$ cat config.mk
export PLATFORM = sky130hd
export DESIGN_NAME = unos_operanada
export DESIGN_NICKNAME = d
export VERILOG_FILES = /design/src/rtl/unos_operanada_pkg.sv /design/src/rtl/unos_operanada_debounce.sv /design/src/rtl/unos_operanada.sv
export SDC_FILE = /design/constraint.sdc
export NUM_CORES = 1
export LEC_CHECK = 0
export BUFFER_PORTS_ARGS = -buffer_cell sky130_fd_sc_hd__buf_2
export CORE_UTILIZATION = 51
export DETAILED_ROUTE_END_ITERATION = 8
export PLACE_DENSITY = 0.78
export SLEW_MARGIN = 20
export SYNTH_ARGS = -nofsm -noshare
export SYNTH_HDL_FRONTEND = slang
export SYNTH_HIERARCHICAL = 1
export SYNTH_SLANG_ARGS = --single-unit
$ cat constraint.sdc
create_clock -name clk -period 1.65 [get_ports clk]
set_input_delay 0.165 -clock clk [delete_from_list [all_inputs] [get_ports clk]]
set_output_delay 0.165 -clock clk [all_outputs]
set_load 0.03 [all_outputs]
$ cat src/rtl/unos_operanada_pkg.sv
// unos_operanada_pkg: shared state encodings and default debounce length
// for the operand-entry stage.
`default_nettype none

package unos_operanada_pkg;

  typedef enum logic [1:0] {
    S_WAIT_A  = 2'd0,
    S_WAIT_B  = 2'd1,
    S_PRESENT = 2'd2
  } state_t;

  localparam int DEB_CYCLES_DEFAULT = 4;

endpackage

`default_nettype wire

$ cat src/rtl/unos_operanada_debounce.sv
// debounce: two-flop synchronizer, stability counter and rising-edge detector
// turning a raw bouncy pushbutton into a one-cycle press pulse.
`default_nettype none

module debounce #(
  parameter int DEB_CYCLES = 4
) (
  input  logic clk,
  input  logic rst,
  input  logic raw,
  output logic press
);

  localparam int CNT_W = (DEB_CYCLES > 1) ? $clog2(DEB_CYCLES) : 1;
  localparam logic [CNT_W-1:0] CNT_LAST = CNT_W'(DEB_CYCLES - 1);

  logic             meta_q, meta_d;
  logic             s_q, s_d;
  logic             deb_q, deb_d;
  logic             deb_dly_q, deb_dly_d;
  logic [CNT_W-1:0] cnt_q, cnt_d;

  always_comb begin
    meta_d    = raw;
    s_d       = meta_q;
    deb_d     = deb_q;
    deb_dly_d = deb_q;
    cnt_d     = '0;
    // A level change is accepted only after DEB_CYCLES consecutive differing samples.
    if (s_q != deb_q) begin
      if (cnt_q == CNT_LAST) begin
        deb_d = s_q;
      end else begin
        cnt_d = cnt_q + 1'b1;
      end
    end
  end

  always_ff @(posedge clk or posedge rst) begin
    if (rst) begin
      meta_q    <= 1'b0;
      s_q       <= 1'b0;
      deb_q     <= 1'b0;
      deb_dly_q <= 1'b0;
      cnt_q     <= '0;
    end else begin
      meta_q    <= meta_d;
      s_q       <= s_d;
      deb_q     <= deb_d;
      deb_dly_q <= deb_dly_d;
      cnt_q     <= cnt_d;
    end
  end

  assign press = deb_q & ~deb_dly_q;

endmodule

`default_nettype wire

$ cat src/rtl/unos_operanada.sv
// unos_operanada: captures operands A and B from the switches on two debounced
// load presses and presents them to the adder with a valid/ready handshake.
`default_nettype none

module unos_operanada
  import unos_operanada_pkg::*;
#(
  parameter int WIDTH      = 7,
  parameter int DEB_CYCLES = DEB_CYCLES_DEFAULT
) (
  input  logic             clk,
  input  logic             rst,
  input  logic [WIDTH-1:0] sw,
  input  logic             btn_load,
  input  logic             btn_clr,
  output logic [WIDTH-1:0] a,
  output logic [WIDTH-1:0] b,
  output logic             valid,
  input  logic             ready,
  output logic [1:0]       phase
);

  logic press_load;
  logic press_clr;

  debounce #(.DEB_CYCLES(DEB_CYCLES)) u_deb_load (
    .clk   (clk),
    .rst   (rst),
    .raw   (btn_load),
    .press (press_load)
  );

  debounce #(.DEB_CYCLES(DEB_CYCLES)) u_deb_clr (
    .clk   (clk),
    .rst   (rst),
    .raw   (btn_clr),
    .press (press_clr)
  );

  state_t           state_q, state_d;
  logic [WIDTH-1:0] a_q, a_d;
  logic [WIDTH-1:0] b_q, b_d;

  always_comb begin
    state_d = state_q;
    a_d     = a_q;
    b_d     = b_q;
    // Clear overrides everything; a coincident handshake is simply absorbed.
    if (press_clr) begin
      state_d = S_WAIT_A;
      a_d     = '0;
      b_d     = '0;
    end else begin
      case (state_q)
        S_WAIT_A: begin
          if (press_load) begin
            a_d     = sw;
            state_d = S_WAIT_B;
          end
        end
        S_WAIT_B: begin
          if (press_load) begin
            b_d     = sw;
            state_d = S_PRESENT;
          end
        end
        S_PRESENT: begin
          if (ready) begin
            state_d = S_WAIT_A;
          end
        end
        default: state_d = S_WAIT_A;
      endcase
    end
  end

  always_ff @(posedge clk or posedge rst) begin
    if (rst) begin
      state_q <= S_WAIT_A;
      a_q     <= '0;
      b_q     <= '0;
    end else begin
      state_q <= state_d;
      a_q     <= a_d;
      b_q     <= b_d;
    end
  end

  assign a     = a_q;
  assign b     = b_q;
  assign valid = (state_q == S_PRESENT);
  assign phase = state_q;

endmodule

`default_nettype wire

Word level (Yosys, flattened, before mapping):

Cells that the tools add are included.

* output and inout bits: 17
* bits in registers: 28
* word-level logic and storage cells: 51
* input port bits: 12

* reductions and logical operators: 9
* bitwise logic cells: 4
* mux-type cells: 14
* eq/ne operators: 9
* add/sub/neg operators: 2

Operator list (number)
* $mux 7: 5
* $mux 2: 8
* $reduce_and 2->1: 4
* $eq 2x2->1 const B: 3
* $ne 3x3->1 const B: 2
* $pmux 2 s3: 1
* $reduce_bool 2->1: 3
* $add 2x1->2 const B: 2
* $ne 3x1->1 const B: 1
* $reduce_and 3->1: 1
* $and 1x1->1: 2
* $eq 2x1->1 const B: 1
* $logic_not 2->1: 1
* $ne 1x1->1: 2
* $not 1->1: 2

Longest topological paths before layout:

Gate-level depths: netlist of run 1.

* word-level depth: 5
* gate-level depth with buffers: 4
* gate-level depth less buffers: 3

Modules after synthesis:

Netlist of run 1, hierarchy kept.

Modules (own cells, without submodules)
* unos_operanada: seq. area each 400.4 sq um, area an instance 789.5 sq um, cells each 64, instances 1
* debounce: seq. area each 150.1 sq um, area an instance 209.0 sq um, cells each 13, instances 2

Least setup slack after synthesis of run 1:

OpenSTA, ideal clock, no wires.

* path kind: register to register
* start: register u_deb_load.deb_q (netlist: u_deb_load/deb_dly_d)
* end: register a_q[5] (netlist: a[5])
* clock period less this slack: 1.317 ns
* path buffers: 0
* setup time: 0.123 ns
* required time: 1.527 ns
* path slack: 0.333 ns
* stages on the path, launching flop included: 4
* arrival: 1.195 ns
* cells stage by stage: dfrtp_1 -> nor2b_1 -> or3b_4 -> mux2i_1

* word-level cells in the longest chain between the ends: 3

RTL lines
* start: declaration: line unos_operanada_debounce.sv:19 `logic deb_q, deb_d;`
* start signal: assignment: line unos_operanada_debounce.sv:43 `deb_q <= 1'b0;`
* start signal: assignment: line unos_operanada_debounce.sv:49 `deb_q <= deb_d;`
* $and 1x1->1: line unos_operanada_debounce.sv:55 `assign press = deb_q & ~deb_dly_q;`
* via press_load: line unos_operanada.sv:23 `logic press_load;`
* $reduce_bool 2->1 (no source line)
* $reduce_and 2->1 (no source line)
* end signal: assignment: line unos_operanada.sv:80 `a_q <= '0;`
* end signal: assignment: line unos_operanada.sv:84 `a_q <= a_d;`
* end: declaration: line unos_operanada.sv:41 `logic [WIDTH-1:0] a_q, a_d;`

The timed path passes the listed nets, and every way through them passes these cells.
A chain may end at the register's enable or synchronous reset.

Worst setup path in the final report of run 1:

* start: register state_q[0] (netlist: phase[0])
* end: output port valid

* word-level cells in the longest chain between the ends: 1

RTL lines
* start: declaration: line unos_operanada.sv:40 `state_t state_q, state_d;`
* start signal: assignment: line unos_operanada.sv:83 `state_q <= state_d;`
* $eq 2x2->1: line unos_operanada.sv:91 `assign valid = (state_q == S_PRESENT);`
* end: declaration: line unos_operanada.sv:18 `output logic valid,`

Every way passes these cells.

==> results of run 1 <==
==> cell usage after synthesis <==
library cell,number
and3b_2,1
nand2b_1,17
or3b_4,1
nand3b_2,1
buf_4,1
xnor2_1,3
nor2b_1,4
ha_1,2
inv_1,3
dfrtp_1,28
a21oi_1,1
mux2_1,2
mux2i_1,14
clkbuf_2,2
nor3b_4,1
nor3_1,1
or3b_1,1
nor3_2,2
or2b_2,4
and2b_1,1
==> logic make-up after synthesis <==
logic type	after synthesis	share of synthesized area
DFF	28	0.580
adders and majority gates	2	0.0207
and+or+nand+nor	34	0.215
xor gates and xnor gates	3	0.0218
buffers and inverters	6	0.0238
AOI/OAI and AO/OA	1	0.00414
muxes	16	0.135
==> registers in the layout (all words and copies together), names as in the netlist <==
register              cells
u_deb_clr/deb_dly_d       1
u_deb_load/deb_dly_d      1
a                         7
b                         7
u_deb_clr/deb_dly_q       1
u_deb_load/cnt_q          2
u_deb_load/deb_dly_q      1
u_deb_load/s_q            1
u_deb_clr/meta_q          1
u_deb_load/meta_q         1
u_deb_clr/s_q             1
u_deb_clr/cnt_q           2
phase                     2
==> critical path, stage by stage, from the launching register on <==
cell and delay (ps):
dfrtp_1 530, and2b_1 220, buf_2 170
==> report_power, final <==
part / switching [mW] / internal [mW] / total [mW]
clock: 0.194 / 0.135 / 0.329
combinational: 0.820 / 0.571 / 1.39
sequential: 0.178 / 0.968 / 1.15
==> area by class of cell <==
cell class	count	area, sq um
repair buffers	33	185
well taps	28	35.0
clock buffers	4	36.3
fillers	196	763
multi-input cells	56	480
inverters	3	11.3
flip-flops and latches	28	701
==> routing by layer <==
layer  routed length, microns  share of wire  vias up
li1                         -              -      365
met1                      861           0.45      369
met2                      990           0.51       15
met3                       59          0.031        2
met4                       16         0.0083        0
met5                        0              0        -
==> through the flow <==
stage	utilization	setup WS (ps)
final	0.655	253
after global routing	0.655	127
after CTS	0.654	11.7
after detailed placement	0.624	-0.773
after global placement	0.624	117
after floorplan	-	333
==> layout by cell type (no fill, tap or decap), drive strengths merged <==
cell | Yosys | routed
mux2i | 14 | 14
or2b | 4 | 4
nor3 | 3 | 3
and3b | 1 | 1
and2b | 1 | 1
buf | 1 | 30
dlygate4sd3 | 0 | 3
mux2 | 2 | 2
ha | 2 | 2
xnor2 | 3 | 3
nand3b | 1 | 1
or3b | 2 | 2
clkbuf | 2 | 4
nand2b | 17 | 17
dfrtp | 28 | 28
a21oi | 1 | 1
nor3b | 1 | 1
inv | 3 | 3
nor2b | 4 | 4
==> final timing paths <==
kind                                           end
worst max-delay path                         valid
worst min-delay path                      phase[1]
worst max register to register                a[1]
worst min register to register       u_deb_clr/s_q
max in group asynchronous                 phase[1]
min in group asynchronous       u_deb_clr/cnt_q[1]
==> timing repair <==
item / CTS / global route
gates resized for setup: 0 / 0
hold buffers: 3 / 0
hold endpoints to repair: 30 / 0
==> impl_metrics.csv, run 1 <==
group,metric,value,unit
power_and_ir_drop,peakVddDrop,0.00106,V
clock_tree,clock_latency,320,ps
timing,grt_setup_unrepaired,"false",
placement,dp_hpwl,1390,microns
setup_path,cp.required,1480,ps
synthesis,ys_top_cells_by_area,"dfrtp_1 (58%), mux2i_1 (12%), nand2b_1 (8.8%)",
global_routing,grt_pass1_vias,728,
route,wire_per_inst,12.7,microns
global_routing,grt_pass1_wl,3190,microns
setup_path,crit_start,"phase[0]",
timing,setup_viol,0,
clock_tree,htree_num_levels,1,
placement,port_buffers,28,
synthesis,netlist.area_leader.share,0.580,
floorplanning,placementRows,17,
clock_tree,cts_tree,"built",
floorplanning,coreArea,0.00221,sq mm
setup_path,path_max_fanout,8,
hold_path,hold_depth,3,
clock_tree,cts_setup_buffers,0,
global_routing,grt-ovfl-total,0,
timing,slew_viol_final,0,
timing,fin_crit_sh,0.847,
synthesis,ys_ff_latch,28,
timing,max_freq,0.716,GHz
floorplanning,ios,29,
synthesis,synth-seq-area-share,0.580,
timing,hold_viol,0,
synthesis,syn_nets,104,
global_routing,gr-usage-met2,0.302,
final_layout,finalNonFillerCells,152,
global_routing,met1_usage,0.200,
clock_tree,cts_buffers,3,
hold_path,min_from,"ready",
floorplanning,die_area,0.00257,sq mm
floorplanning,dieWidth,50.7,microns
setup_path,cp.arrival,1230,ps
final_layout,fin_area,0.00145,sq mm
setup_path,r2r_start,"u_deb_load/deb_dly_d",
timing,max-slew-margin-rel,0.562,
run,maxCapViolCount,0,
timing,worst_slew_pin_slew,654,ps
route,first_iter_violations,3,
route,routed-via-count,751,
placement,finalWeightedCongestion,0.665,
timing,setup_tns,0,ps
route,post-route-drc-count,0,
timing,fin_crit,1400,ps
final_layout,nNetsFinal,139,
synthesis,synth_cell_types,20,
final_layout,antennaDiodeCount,0,
synthesis,syn_avg_cell_area,13.4,sq um
route,viasPerCell,4.94,
global_routing,busiest_layer,"met2",
placement,place_area,0.00138,sq mm
hold_path,hold_class,"in2reg",
global_routing,gr-usage-met3,0.0364,
clock_tree,cts_root_buf,"clkbuf_4",
setup_path,reg2regPathDepth,3,
outcome,outcome,"complete, no violations",
setup_path,crit_type,"reg2out",
final_layout,area_growth_syn_to_layout,20.0,%
synthesis,yosysWarnings,6,
timing,hold_slack,86.0,ps
global_routing,track_usage,0.173,
timing,skew,9.04,ps
setup_path,start_kind,"flip-flop",
synthesis,syn_inst,90,
floorplanning,die_h,50.7,microns
global_routing,antenna_found_initial,0,
route,drtAntennaViolNets,0,
power_and_ir_drop,power_density,1980,mW/mm^2
floorplanning,initial_core_util,0.546,
synthesis,yosysTopAreaCell,"dfrtp_1",
clock_tree,cts.path.max_buffers,2,
route,first_pass_iters,4,
power_and_ir_drop,total_power,2.87,mW
synthesis,syn_area,0.00121,sq mm
route,routed_wl,1930,microns
power_and_ir_drop,p_leak,0.766,nW
clock_tree,numClockSinks,28,
placement,placed_cells,145,
clock_tree,clk_pin_slew,140,ps
setup_path,reg2reg_setup_slack,260,ps
final_layout,drive_gt1_frac,0.363,
global_routing,grt_max_degree,24,
setup_path,cp-end-kind,"output pin",
(Power assumes the default switching activity.)
==> run 2: changes to the inputs <==
Settings changed: CORE_UTILIZATION 51 to 46, PLACE_DENSITY 0.78 to 0.74.
Clock period 1.65 ns to 1.2 ns, I/O delays scaled along.
==> impl_metrics.csv, run 2 (synthesis gave the netlist of run 1 again) <==
group,metric,value,unit
outcome,outcome,"complete, but fails checks",
outcome,violations,"setup timing",
hold_path,hold_class,"in2reg",
final_layout,fin_area,0.00166,sq mm
route,wire_per_inst,13.6,microns
floorplanning,placementRows,18,
route,viasPerCell,4.75,
clock_tree,cts_tree,"built",
power_and_ir_drop,switching_power,1.81,mW
timing,hold_slack,31.2,ps
final_layout,antennaDiodeCount,0,
timing,setup_viol,6,
clock_tree,cts_root_buf,"clkbuf_4",
clock_tree,clk_pin_slew,160,ps
run,maxCapViolCount,0,
route,routed-via-count,794,
timing,finalWorstSetupSlack,-48.2,ps
setup_path,crit_slowest_cell,"dfrtp_2",
floorplanning,ios,29,
floorplanning,dieWidth,53.2,microns
global_routing,antenna_found_initial,0,
floorplanning,coreArea,0.00248,sq mm
timing,hold_viol,0,
timing,skew,12.6,ps
power_and_ir_drop,power_density,2760,mW/mm^2
setup_path,reg2regPathDepth,3,
global_routing,grt_pass1_vias,728,
power_and_ir_drop,peakVddDrop,0.00205,V
setup_path,start_kind,"flip-flop",
power_and_ir_drop,p_int,2.77,mW
setup_path,max_stage_delay,460,ps
floorplanning,die_h,53.2,microns
timing,slew_viol_final,0,
placement,finalWeightedCongestion,0.629,
global_routing,track_usage,0.177,
timing,worst_slew_pin_slew,634,ps
route,routed_wl,2260,microns
setup_path,crit_type,"reg2reg",
route,post-route-drc-count,0,
clock_tree,clock_latency,330,ps
timing,fin_crit_sh,1.04,
setup_path,cp-end-kind,"flip-flop",
placement,dp_hpwl,1540,microns
route,first_iter_violations,7,
setup_path,cp.arrival,1510,ps
timing,max-slew-margin-rel,0.577,
global_routing,grt_max_degree,17,
setup_path,cp.required,1460,ps
final_layout,drive_gt1_frac,0.489,
clock_tree,numClockSinks,28,
route,first_pass_iters,4,
setup_path,path_max_fanout,6,
setup_path,crit_chain,"buf_12 -> or3b_4 -> mux2i_1",
global_routing,grt_pass1_wl,3440,microns
setup_path,path_delay_family,"flip-flops",
clock_tree,cts_buffers,3,
power_and_ir_drop,p_sw_frac,0.395,
global_routing,grt-ovfl-total,0,
hold_path,hold_depth,3,
timing,fin_crit,1250,ps
power_and_ir_drop,p_leak,0.885,nW
timing,max_freq,0.801,GHz
final_layout,nNetsFinal,152,
route,drtAntennaViolNets,0,
timing,grt_setup_unrepaired,"true",
placement,place_ws,8.49,ps
placement,place_area,0.00144,sq mm
power_and_ir_drop,seq_power_share,0.339,
final_layout,area_growth_syn_to_layout,37.8,%
clock_tree,cts.path.max_buffers,2,
setup_path,cp.depth,3,
power_and_ir_drop,total_power,4.59,mW
final_layout,final.fill_count,184,
setup_path,critPathBufInv,1,
floorplanning,initial_core_util,0.487,
clock_tree,htree_num_levels,1,
power_and_ir_drop,power_frac_clock,0.102,
floorplanning,die_area,0.00283,sq mm
final_layout,layout_common_cells,"dfrtp_1 (26), buf_2 (26), mux2i_1 (13)",
placement,port_buffers,28,
power_and_ir_drop,p_comb_frac,0.558,
[run 2: final timing paths]
check | startpoint | to | slack (ps)
max | phase[1] | a[6] | -50
min in group asynchronous | rst | u_deb_clr/cnt_q[1] | 220
max in group asynchronous | rst | phase[1] | 360
max reg2reg | phase[1] | a[6] | -50
min reg2reg | u_deb_load/meta_q | u_deb_load/s_q | 370
min | ready | phase[1] | 30
[run 2: cell type report]
| cell class | count | area (sq um) | area share |
|---|---|---|---|
| timing repair buffer | 46 | 332 | 0.199 |
| sequential | 28 | 703 | 0.423 |
| multi-input combinational | 56 | 544 | 0.327 |
| tap | 30 | 37.5 | 0.0226 |
| inverter | 3 | 11.3 | 0.00677 |
| clock buffer | 4 | 36.3 | 0.0218 |
[run 2: power groups by stage]
| stage | Sequential, mW | Combinational, mW | Clock [mW] |
|---|---|---|---|
| after floorplan | 2.10 | 0.965 | 0 |
| after global placement | 1.59 | 2.03 | 0 |
| after detailed placement | 1.62 | 2.08 | 0 |
| after CTS | 1.56 | 2.35 | 0.464 |
| after global routing | 1.60 | 2.75 | 0.503 |
| final | 1.56 | 2.56 | 0.469 |
[run 2: timing repair]
item                                    in CTS  in global routing
gates cloned                                 0                  1
hold buffers                                 3                  0
endpoints found under the setup margin       4                 17
hold endpoints to repair                    30                  0
setup buffers                                5                  3
resized for setup                            8                 12
pin swaps                                    2                  3
[run 2: worst reg2reg max path, delay by kind of cell, from the launching register on]
kind,cells,cell delay (ps)
buffers and inverters,1,140
flip-flops,1,460
AND/OR/NAND/NOR,1,410
multiplexers,1,170
[run 2: metal layers]
| metal | global-route usage | share of wire |
|---|---|---|
| met3 | 0.0259 | 0.028 |
| met1 | 0.243 | 0.47 |
| met5 | 0 | 0 |
| met2 | 0.279 | 0.50 |
| met4 | 0.0658 | 0.0066 |
[run 2: through the flow]
step | setup TNS, ps | util | instances
finish | -147 | 0.672 | 167
global route | -555 | 0.672 | 167
CTS | -74.2 | 0.640 | 163
detailed placement | 0 | 0.579 | 151
global placement | 0 | 0.579 | 151
floorplan | -82.7 | - | 90
